`src/rtl/multicycle_control_if.sv`:
```
// Control bundle between the multicycle MIPS main FSM and its datapath.
// mem_ready exists only when MC_MEM_WAIT_EN is defined.
interface multicycle_control_if;
   logic [5:0] opcode;
`ifdef MC_MEM_WAIT_EN
   logic       mem_ready;
`endif
   logic       pc_write;
   logic       branch;
   logic       iord;
   logic       mem_write;
   logic       ir_write;
   logic       reg_write;
   logic       regdst;
   logic       memtoreg;
   logic       alusrca;
   logic [1:0] alusrcb;
   logic       ext_zero;
   logic [1:0] pcsrc;
   logic [1:0] alu_op;
   logic       instr_done;
   logic       illegal_op;
   logic [3:0] state;

   // Controller side
   modport master (
      input  opcode,
`ifdef MC_MEM_WAIT_EN
      input  mem_ready,
`endif
      output pc_write, branch, iord, mem_write, ir_write, reg_write,
             regdst, memtoreg, alusrca, alusrcb, ext_zero, pcsrc,
             alu_op, instr_done, illegal_op, state
   );

   // Datapath side
   modport slave (
      output opcode,
`ifdef MC_MEM_WAIT_EN
      output mem_ready,
`endif
      input  pc_write, branch, iord, mem_write, ir_write, reg_write,
             regdst, memtoreg, alusrca, alusrcb, ext_zero, pcsrc,
             alu_op, instr_done, illegal_op, state
   );
endinterface

```
`src/rtl/multicycle_control.sv`:
```
// Main control FSM for the multicycle MIPS datapath (Moore outputs).
// Optional MC_MEM_WAIT_EN: FETCH/MEMRD/MEMWR stall until mem_ready.
module multicycle_control #(
   parameter logic [3:0] RESET_STATE = 4'd0
) (
   input logic                  clk,
   input logic                  reset,
   multicycle_control_if.master bus
);

   typedef enum logic [3:0] {
      FETCH    = 4'd0,
      DECODE   = 4'd1,
      MEMADR   = 4'd2,
      MEMRD    = 4'd3,
      MEMWB    = 4'd4,
      MEMWR    = 4'd5,
      EXECUTE  = 4'd6,
      ALUWB    = 4'd7,
      BRANCH   = 4'd8,
      ADDIEX   = 4'd9,
      IMMWB    = 4'd10,
      ANDIEX   = 4'd11,
      JUMP     = 4'd12,
      UNUSED13 = 4'd13,
      UNUSED14 = 4'd14,
      UNUSED15 = 4'd15
   } state_t;

   localparam logic [5:0] OP_RTYPE = 6'b000000;
   localparam logic [5:0] OP_J     = 6'b000010;
   localparam logic [5:0] OP_BEQ   = 6'b000100;
   localparam logic [5:0] OP_ADDI  = 6'b001000;
   localparam logic [5:0] OP_ANDI  = 6'b001100;
   localparam logic [5:0] OP_LW    = 6'b100011;
   localparam logic [5:0] OP_SW    = 6'b101011;

   state_t state_q;
   state_t state_d;
   logic   ready;

`ifdef MC_MEM_WAIT_EN
   assign ready = bus.mem_ready;
`else
   assign ready = 1'b1;
`endif

   always_ff @(posedge clk) begin
      if (reset) state_q <= state_t'(RESET_STATE);
      else       state_q <= state_d;
   end

   always_comb begin
      state_d = FETCH;
      case (state_q)
         FETCH:   state_d = ready ? DECODE : FETCH;
         DECODE: begin
            case (bus.opcode)
               OP_LW, OP_SW: state_d = MEMADR;
               OP_RTYPE:     state_d = EXECUTE;
               OP_BEQ:       state_d = BRANCH;
               OP_ADDI:      state_d = ADDIEX;
               OP_ANDI:      state_d = ANDIEX;
               OP_J:         state_d = JUMP;
               default:      state_d = FETCH;
            endcase
         end
         MEMADR:  state_d = (bus.opcode == OP_SW) ? MEMWR : MEMRD;
         MEMRD:   state_d = ready ? MEMWB : MEMRD;
         MEMWR:   state_d = ready ? FETCH : MEMWR;
         EXECUTE: state_d = ALUWB;
         ADDIEX:  state_d = IMMWB;
         ANDIEX:  state_d = IMMWB;
         default: state_d = FETCH;
      endcase
   end

   always_comb begin
      bus.pc_write   = 1'b0;
      bus.branch     = 1'b0;
      bus.iord       = 1'b0;
      bus.mem_write  = 1'b0;
      bus.ir_write   = 1'b0;
      bus.reg_write  = 1'b0;
      bus.regdst     = 1'b0;
      bus.memtoreg   = 1'b0;
      bus.alusrca    = 1'b0;
      bus.alusrcb    = 2'b00;
      bus.ext_zero   = 1'b0;
      bus.pcsrc      = 2'b00;
      bus.alu_op     = 2'b00;
      bus.instr_done = 1'b0;
      bus.illegal_op = 1'b0;
      bus.state      = state_q;
      case (state_q)
         FETCH: begin
            bus.ir_write = ready;
            bus.pc_write = ready;
            bus.alusrcb  = 2'b01;
         end
         DECODE: begin
            bus.alusrcb = 2'b11;
            case (bus.opcode)
               OP_LW, OP_SW, OP_RTYPE, OP_BEQ, OP_ADDI, OP_ANDI, OP_J: ;
               default: begin
                  bus.illegal_op = 1'b1;
                  bus.instr_done = 1'b1;
               end
            endcase
         end
         MEMADR: begin
            bus.alusrca = 1'b1;
            bus.alusrcb = 2'b10;
         end
         MEMRD: bus.iord = 1'b1;
         MEMWB: begin
            bus.memtoreg   = 1'b1;
            bus.reg_write  = 1'b1;
            bus.instr_done = 1'b1;
         end
         MEMWR: begin
            bus.iord       = 1'b1;
            bus.mem_write  = 1'b1;
            bus.instr_done = ready;
         end
         EXECUTE: begin
            bus.alusrca = 1'b1;
            bus.alu_op  = 2'b10;
         end
         ALUWB: begin
            bus.regdst     = 1'b1;
            bus.reg_write  = 1'b1;
            bus.instr_done = 1'b1;
         end
         BRANCH: begin
            bus.alusrca    = 1'b1;
            bus.alu_op     = 2'b01;
            bus.pcsrc      = 2'b01;
            bus.branch     = 1'b1;
            bus.instr_done = 1'b1;
         end
         ADDIEX: begin
            bus.alusrca = 1'b1;
            bus.alusrcb = 2'b10;
         end
         IMMWB: begin
            bus.reg_write  = 1'b1;
            bus.instr_done = 1'b1;
         end
         ANDIEX: begin
            bus.alusrca  = 1'b1;
            bus.alusrcb  = 2'b10;
            bus.ext_zero = 1'b1;
            bus.alu_op   = 2'b11;
         end
         JUMP: begin
            bus.pcsrc      = 2'b10;
            bus.pc_write   = 1'b1;
            bus.instr_done = 1'b1;
         end
         default: ;
      endcase
      // Reset masks the current state's decode: FETCH selects, no enables or pulses.
      if (reset) begin
         bus.pc_write   = 1'b0;
         bus.branch     = 1'b0;
         bus.iord       = 1'b0;
         bus.mem_write  = 1'b0;
         bus.ir_write   = 1'b0;
         bus.reg_write  = 1'b0;
         bus.regdst     = 1'b0;
         bus.memtoreg   = 1'b0;
         bus.alusrca    = 1'b0;
         bus.alusrcb    = 2'b01;
         bus.ext_zero   = 1'b0;
         bus.pcsrc      = 2'b00;
         bus.alu_op     = 2'b00;
         bus.instr_done = 1'b0;
         bus.illegal_op = 1'b0;
      end
   end

endmodule

```
`src/flat_wrapper.sv`:
```
// flat-port wrapper written by rule: the top's interface ports become plain ports
module multicycle_control_flat 
#(
   parameter logic [3:0] RESET_STATE = 4'd0
)
  (clk, reset, bus_opcode, bus_pc_write, bus_branch, bus_iord, bus_mem_write, bus_ir_write, bus_reg_write, bus_regdst, bus_memtoreg, bus_alusrca, bus_alusrcb, bus_ext_zero, bus_pcsrc, bus_alu_op, bus_instr_done, bus_illegal_op, bus_state);
  multicycle_control_if bus_i ();
  input logic clk;
  input logic reset;
  input wire logic [$bits(bus_i.opcode)-1:0] bus_opcode;
  output wire logic [$bits(bus_i.pc_write)-1:0] bus_pc_write;
  output wire logic [$bits(bus_i.branch)-1:0] bus_branch;
  output wire logic [$bits(bus_i.iord)-1:0] bus_iord;
  output wire logic [$bits(bus_i.mem_write)-1:0] bus_mem_write;
  output wire logic [$bits(bus_i.ir_write)-1:0] bus_ir_write;
  output wire logic [$bits(bus_i.reg_write)-1:0] bus_reg_write;
  output wire logic [$bits(bus_i.regdst)-1:0] bus_regdst;
  output wire logic [$bits(bus_i.memtoreg)-1:0] bus_memtoreg;
  output wire logic [$bits(bus_i.alusrca)-1:0] bus_alusrca;
  output wire logic [$bits(bus_i.alusrcb)-1:0] bus_alusrcb;
  output wire logic [$bits(bus_i.ext_zero)-1:0] bus_ext_zero;
  output wire logic [$bits(bus_i.pcsrc)-1:0] bus_pcsrc;
  output wire logic [$bits(bus_i.alu_op)-1:0] bus_alu_op;
  output wire logic [$bits(bus_i.instr_done)-1:0] bus_instr_done;
  output wire logic [$bits(bus_i.illegal_op)-1:0] bus_illegal_op;
  output wire logic [$bits(bus_i.state)-1:0] bus_state;
  assign bus_i.opcode = bus_opcode;
  assign bus_pc_write = bus_i.pc_write;
  assign bus_branch = bus_i.branch;
  assign bus_iord = bus_i.iord;
  assign bus_mem_write = bus_i.mem_write;
  assign bus_ir_write = bus_i.ir_write;
  assign bus_reg_write = bus_i.reg_write;
  assign bus_regdst = bus_i.regdst;
  assign bus_memtoreg = bus_i.memtoreg;
  assign bus_alusrca = bus_i.alusrca;
  assign bus_alusrcb = bus_i.alusrcb;
  assign bus_ext_zero = bus_i.ext_zero;
  assign bus_pcsrc = bus_i.pcsrc;
  assign bus_alu_op = bus_i.alu_op;
  assign bus_instr_done = bus_i.instr_done;
  assign bus_illegal_op = bus_i.illegal_op;
  assign bus_state = bus_i.state;
  multicycle_control #(.RESET_STATE(RESET_STATE)) u_core (.clk(clk), .reset(reset), .bus(bus_i));
endmodule
```
`config.mk`:
```
export PLATFORM = sky130hd
export DESIGN_NAME = multicycle_control_flat
export DESIGN_NICKNAME = d
export VERILOG_FILES = /design/src/rtl/multicycle_control_if.sv /design/src/rtl/multicycle_control.sv /design/src/flat_wrapper.sv
export SDC_FILE = /design/constraint.sdc
export NUM_CORES = 1
export LEC_CHECK = 0
export CORE_ASPECT_RATIO = 1.2
export CORE_UTILIZATION = 25
export DETAILED_ROUTE_END_ITERATION = 16
export SLEW_MARGIN = 20
export SYNTH_ARGS = -nofsm -noshare
export SYNTH_HDL_FRONTEND = slang
export SYNTH_SLANG_ARGS = --single-unit
```
`constraint.sdc`:
```
create_clock -name clk -period 5 [get_ports clk]
set_input_delay 1.25 -clock clk [delete_from_list [all_inputs] [get_ports clk]]
set_output_delay 1.25 -clock clk [all_outputs]
set_load 0.01 [all_outputs]
```
# After elaboration in Yosys (flattened, before gate mapping)
# Cells that the tools add are included.
# word_totals
reg_bits	4
in_bits	8
output_inout_bits	22
word_cells	64
# op_classes
n_eq_ne	18
n_mux	34
n_reduce_logical	11
# ops
cell	count
one-hot mux 4 bit (6 select lines)	2
two-way mux 1 bit	24
equality test 4 bit (second input constant)	5
equality test 4 x 3 -> 1 bit (second input constant)	4
equality test 6 x 4 -> 1 bit (second input constant)	2
equality test 6 bit (second input constant)	2
one-hot mux 2 bit (3 select lines)	2
equality test 4 x 2 -> 1 bit (second input constant)	2
OR reduction 2 bit	4
OR reduction 7 bit	1
equality test 6 x 2 -> 1 bit (second input constant)	1
equality test 6 x 3 -> 1 bit (second input constant)	1
zero test 6 bit	1
two-way mux 2 bit	3
OR reduction 3 bit	2
OR reduction 6 bit	1
OR reduction 5 bit	1
equality test 4 x 1 -> 1 bit (second input constant)	1
zero test 4 bit	1
one-hot mux 2 bit (2 select lines)	1
two-way mux 3 bit	1
one-hot mux 1 bit (2 select lines)	1

# Longest topological paths before layout
# Gate-level depths: netlist of run 1.
# depth
depth_word	5
depth_mapped	4
ltp_nobuf	3

# Worst setup path after synthesis of run 1
# Ideal clock, no wire load.
# synth_path
path_type	input-to-output
from	input port bus_opcode[1]
to	output port bus_instr_done
arrival_ns	2.147
t_required_ns	3.750
path_slack_ns	1.603
stages	3
path_buffers	0
cell_sequence	or4_4 a21boi_0 o32ai_1
# synth_via
elab_chain_cells	5
word_cells_on_any_way	11
classes_between	eq/ne: 6; mux: 3; reduce/logical: 2
# synth_lines
item	line	rtl
start, declared	flat_wrapper.sv:10	input wire logic [$bits(bus_i.opcode)-1:0] bus_opcode;
equality test 6 bit, or another cell as far along	multicycle_control.sv:103	case (bus.opcode)
OR reduction 7 bit *	multicycle_control.sv:103	
two-way mux 1 bit *	multicycle_control.sv:103	
one-hot mux 1 bit (2 select lines) *	multicycle_control.sv:95	case (state_q)
two-way mux 1 bit *	multicycle_control.sv:164	if (reset) begin
end, declared	flat_wrapper.sv:24	output wire logic [$bits(bus_i.instr_done)-1:0] bus_instr_done;
# Mark *: on every way between the ends. The rest lies on a longest branch, timed or not.

# Worst setup path in the final report of run 1
# Same ends and word-level chain as after synthesis.

==> results.cfg, run 1 <==
[logic_synthesis]
ys.flop_type = dfxtp_1
synthCells = 81
yosysWarnings = 0
yosys_register_bits = 4
synth_area_leaders = dfxtp_1 (15%), nor3_1 (10%), nor3b_1 (5.5%)
avgSynthCellArea_sq_um = 6.719
synth_top_area_share_pct = 14.71
synth-edff-count = 0
synth_area_leader_cell = dfxtp_1
synth_common_cells = nor3_1 (11), nor2_1 (6), a21oi_1 (5), inv_1 (5)
synthArstFlopShare_pct = 0
synth.distinct_cells = 38
syn_area_sq_um = 544.3
ys_seq_area_share_pct = 14.71
synth_most_common_cell = nor3_1
syn_nets = 89

[power_and_ir_drop]
switchingPower_uw = 34.51
peakVddDrop_uv = 106.7
p_clk_share_pct = 34.4
p_per_area_mw_per_mm2 = 131.4
power.share.sequential_pct = 32.7
p_leak_nw = 0.2923
intPower_uw = 79.57
sw_frac_of_total_pct = 30.25
combPwrFrac_pct = 32.9

[sta]
holdWs_ns = 0.7747
worst_pin_slew_ns = 0.5493
fin_skew_ns = 0.0005224
setup_viol = 0
fin_ws_ns = 0.5381
rsz0062_at_grt = no
fmax_mhz = 224.1
finalHoldViolCount = 0
min_period_ns = 4.462
setup_tns_ns = 0
slew_headroom_pct = 63.33
final.period_utilization_pct = 89.24
slew_viol_final = 0

[grt]
overflow = 0
grt_pass1_vias = 664
grt_pass1_wl_microns = 2898
track_usage_pct = 15.85
antenna_found_initial = 0
grt_max_degree = 18

[critical_path]
end_kind = output pin
required_ns = 3.75
worstPathArrival_ns = 3.21
startpoint_type = primary input
path_max_fanout = 6
path_class = in2out

[clocking]
cts_resized = 0
cts.sinks = 4
cts-root-buf = clkbuf_4
cts_buffer_depth = 2
cts_tree = yes
clk_pin_slew_ns = 0.04
insertion_delay_ns = 0.23
cts_max_level = 1
numCtsBuffers = 3
post-cts-setup-buffers = 0
ctsHoldBuffers = 0

[final_layout]
area_growth_pct = 59.54
fin_util_pct = 42.37
antennaDiodeCount = 0
largest_reg_flops = 4
nFillCells = 229
fin_nets = 117
drive_gt1_share_pct = 6.542

[drt]
drtIter0Drc = 14
wirelength_microns = 1690
drtAntennaViolNets = 0
wire_per_inst_microns = 12.34
first_pass_iters = 4
vias = 743
drc = 0
viasPerCell = 5.423

[floorplan]
core_sq_mm = 0.002049
pin_count = 30
initial_core_util_pct = 26.56
dieArea_sq_mm = 0.002368
die_h_microns = 53.11
row_count = 18
die_x_microns = 44.60

[status]
outcome = finished, final reports clean

[min_path]
hp-class = reg2reg

[placement]
place.gp.congestion = 0.8314
port_buffers = 29
place_hpwl_microns = 1257
post-place-ws_ns = 0.5284

[flow_run]
maxCapViolCount = 0
stage by stage:
step | cells | area, sq um | power, mW
after floorplan | 81 | 544.3 | 0.05478
after global placement | 134 | 845.8 | 0.07502
after detailed placement | 134 | 845.8 | 0.07510
after CTS | 137 | 868.3 | 0.1164
after global routing | 137 | 868.3 | 0.1232
final | 137 | 868.3 | 0.1141
logic make-up after synthesis:
kind of cell	Yosys count	synth area share, %
AND/OR/NAND/NOR	42	45.29
AO/OA/AOI/OAI	23	30.12
buffers and inverters	11	8.275
flip-flops	4	14.71
XOR/XNOR	1	1.609
path summary, 6_finish.rpt:
path | startpoint | to | slack, ns | cells past startpoint
worst max-delay path | bus_opcode[1] | bus_instr_done | 0.54 | 5
worst max register to register | u_core.bus.state[0] | u_core.bus.state[1] | 3.49 | 3
worst min-delay path | u_core.bus.state[1] | u_core.bus.state[2] | 0.77 | 2
worst min register to register | u_core.bus.state[1] | u_core.bus.state[2] | 0.77 | 2
layer usage:
layer  share of wire, %  global-route usage, %
met5                  0                      0
met4               0.95                  2.525
met3                5.9                  3.754
met2                 47                  29.17
met1                 46                  18.50
cell usage in the layout, fill, tap and decap left out, types with 2 or more instances in the layout:
| cell type | Yosys | routed |
|---|---|---|
| nand3_1 | 4 | 4 |
| o21a_1 | 2 | 2 |
| dfxtp_1 | 4 | 4 |
| o21ai_0 | 3 | 3 |
| nor3_1 | 11 | 11 |
| nor4_1 | 2 | 2 |
| or2_2 | 2 | 2 |
| a31oi_1 | 2 | 2 |
| clkbuf_4 | 0 | 3 |
| nor3b_1 | 4 | 4 |
| and3b_1 | 2 | 2 |
| a21oi_1 | 5 | 5 |
| inv_1 | 5 | 5 |
| nand2b_1 | 2 | 2 |
| clkdlybuf4s50_1 | 0 | 29 |
| nor2_1 | 6 | 6 |
power by group through the flow:
| stage | clock, mW | combinational [mW] | sequential (mW) |
|---|---|---|---|
| after global placement | 0 | 0.0375 | 0.0375 |
| after CTS | 0.0416 | 0.0376 | 0.0371 |
| final | 0.0392 | 0.0376 | 0.0373 |
| after global routing | 0.0442 | 0.0414 | 0.0376 |
| after detailed placement | 0 | 0.0374 | 0.0377 |
| after floorplan | 0 | 0.0195 | 0.0353 |
worst max-delay path: stages:
cell	delay [ns]
clkdlybuf4s50_1	0.49
or4_4	0.57
a21boi_0	0.28
o32ai_1	0.14
clkdlybuf4s50_1	0.49
layout make-up:
type                       instances  area [sq um]  share of cell area (%)
multi-input combinational         66         419.2                   48.27
clock buffer                       3         22.52                   2.594
inverter                           5         18.77                   2.161
timing repair buffer              29         290.3                   33.43
tap                               30         37.54                   4.323
sequential                         4         80.08                   9.222
Power figures use the tool's default switching activity.
==> inputs of run 2 (changes only) <==
Settings changed: MAX_ROUTING_LAYER set to met4, SKIP_CTS_REPAIR_TIMING set to 1.
Clock period 5 ns to 4.68 ns, I/O delays scaled along.
==> run 2 against run 1 <==
Net effect: combinational power is 7.4% higher; global-route usage hardly changed; largest cell class unchanged; first-iteration DRC count is 57% lower.
==> results.cfg, run 2 (synthesis results as in run 1) <==
[min_path]
hp-class = reg2reg

[final_layout]
final_common_cell = clkdlybuf4s50_1
fin_util_pct = 42.37
final_cell_mix = clkdlybuf4s50_1 (29), nor3_1 (11), nor2_1 (6), inv_1 (5), a21oi_1 (5)
fin_nets = 117
area_growth_pct = 59.54
seqCellArea_sq_um = 80.08
multi_input_area_sq_um = 419.2
nFillCells = 230
drive_gt1_share_pct = 6.542
antennaDiodeCount = 0
largest_reg_flops = 4
stdcell_area_sq_um = 868.3

[clocking]
clk_pin_slew_ns = 0.04
numCtsBuffers = 3
cts_buffer_depth = 2
cts_max_level = 1
cts-root-buf = clkbuf_4
cts.sinks = 4
insertion_delay_ns = 0.23
cts_tree = yes

[power_and_ir_drop]
switchingPower_uw = 36.72
p_clk_share_pct = 34.0
sw_frac_of_total_pct = 30.17
power.share.sequential_pct = 32.9
p_per_area_mw_per_mm2 = 140.2
power_uw = 121.7
combPwrFrac_pct = 33.2
peakVddDrop_uv = 110.6
intPower_uw = 84.99
p_leak_nw = 0.2923

[floorplan]
dieArea_sq_mm = 0.002368
initial_core_util_pct = 26.56
pin_count = 30
row_count = 18
core_sq_mm = 0.002049
die_h_microns = 53.11
die_x_microns = 44.60

[drt]
first_pass_iters = 4
drtAntennaViolNets = 0
drc = 0
viasPerCell = 5.255
drtIter0Drc = 6
vias = 720
wirelength_microns = 1745
wire_per_inst_microns = 12.74

[status]
outcome = finished, final reports clean

[sta]
rsz0062_at_grt = no
finalHoldViolCount = 0
holdWs_ns = 0.7923
fmax_mhz = 234.4
final.period_utilization_pct = 91.18
setup_viol = 0
fin_skew_ns = 0.001471
min_period_ns = 4.267
slew_viol_final = 0
worst_pin_slew_ns = 0.5693
slew_headroom_pct = 62.00
setup_tns_ns = 0

[grt]
grt_pass1_vias = 600
overflow = 0
grt_pass1_wl_microns = 2801
grt_max_degree = 18
antenna_found_initial = 0
track_usage_pct = 15.89

[critical_path]
startpoint_type = primary input
critical-path-max-stage-delay_ns = 0.56
path_class = in2out
path_cells = clkdlybuf4s50_1, or4_4, a21boi_0, o32ai_1, clkdlybuf4s50_1
path_buf_inv = 2
required_ns = 3.51
worstPathArrival_ns = 3.10
crit_path_top_delay_cell = or4_4
crit_top_cell = clkdlybuf4s50_1
path_max_fanout = 6
cp_top_family = buffers and inverters
end_kind = output pin

[placement]
place_hpwl_microns = 1279
placed_area_sq_um = 845.8
port_buffers = 29
place.gp.congestion = 0.8439

[flow_run]
maxCapViolCount = 0
[run 2: layout make-up]
| type | instances | area share [%] |
|---|---|---|
| Multi-Input combinational cell | 66 | 48.27 |
| Inverter | 5 | 2.161 |
| Tap cell | 30 | 4.323 |
| Clock buffer | 3 | 2.594 |
| Timing Repair Buffer | 29 | 33.43 |
| Sequential cell | 4 | 9.222 |
[run 2: path summary, 6_finish.rpt]
path                                          start             endpoint  slack (ns)  cells past startpoint
worst max register to register  u_core.bus.state[0]  u_core.bus.state[1]        3.16                      3
worst max-delay path                  bus_opcode[1]       bus_instr_done        0.41                      5
worst min register to register  u_core.bus.state[1]  u_core.bus.state[2]        0.79                      2
worst min-delay path            u_core.bus.state[1]  u_core.bus.state[2]        0.79                      2
[run 2: power by group through the flow]
stage               logic, mW  clock network, mW  registers [mW]
global placement       0.0401                  0          0.0401
floorplan              0.0208                  0          0.0377
finish                 0.0404             0.0414          0.0400
CTS                    0.0404             0.0444          0.0398
detailed placement     0.0401                  0          0.0404
global route           0.0439             0.0472          0.0402
[run 2: metal layers]
metal  global-route usage (%)  share of wire, %  up-vias
met1                    18.70                47      327
met2                    28.92                47       30
met3                    3.754               6.3        0
li1                         -                 -      363
met5                        -                 0        -
met4                        0                 0        0
[run 2: through the flow]
step,setup WS [ns],instances
2_1_floorplan,1.443,81
3_3_place_gp,0.4111,134
3_5_place_dp,0.4052,134
5_1_grt,0.3264,137
6_report,0.4129,137
4_1_cts,0.3973,137
[run 2: worst reg2reg max path: stages (launching register included)]
cell and delay, ns:
dfxtp_1 0.67, nand2b_1 0.18, a2111o_1 0.43, a31oi_1 0.17
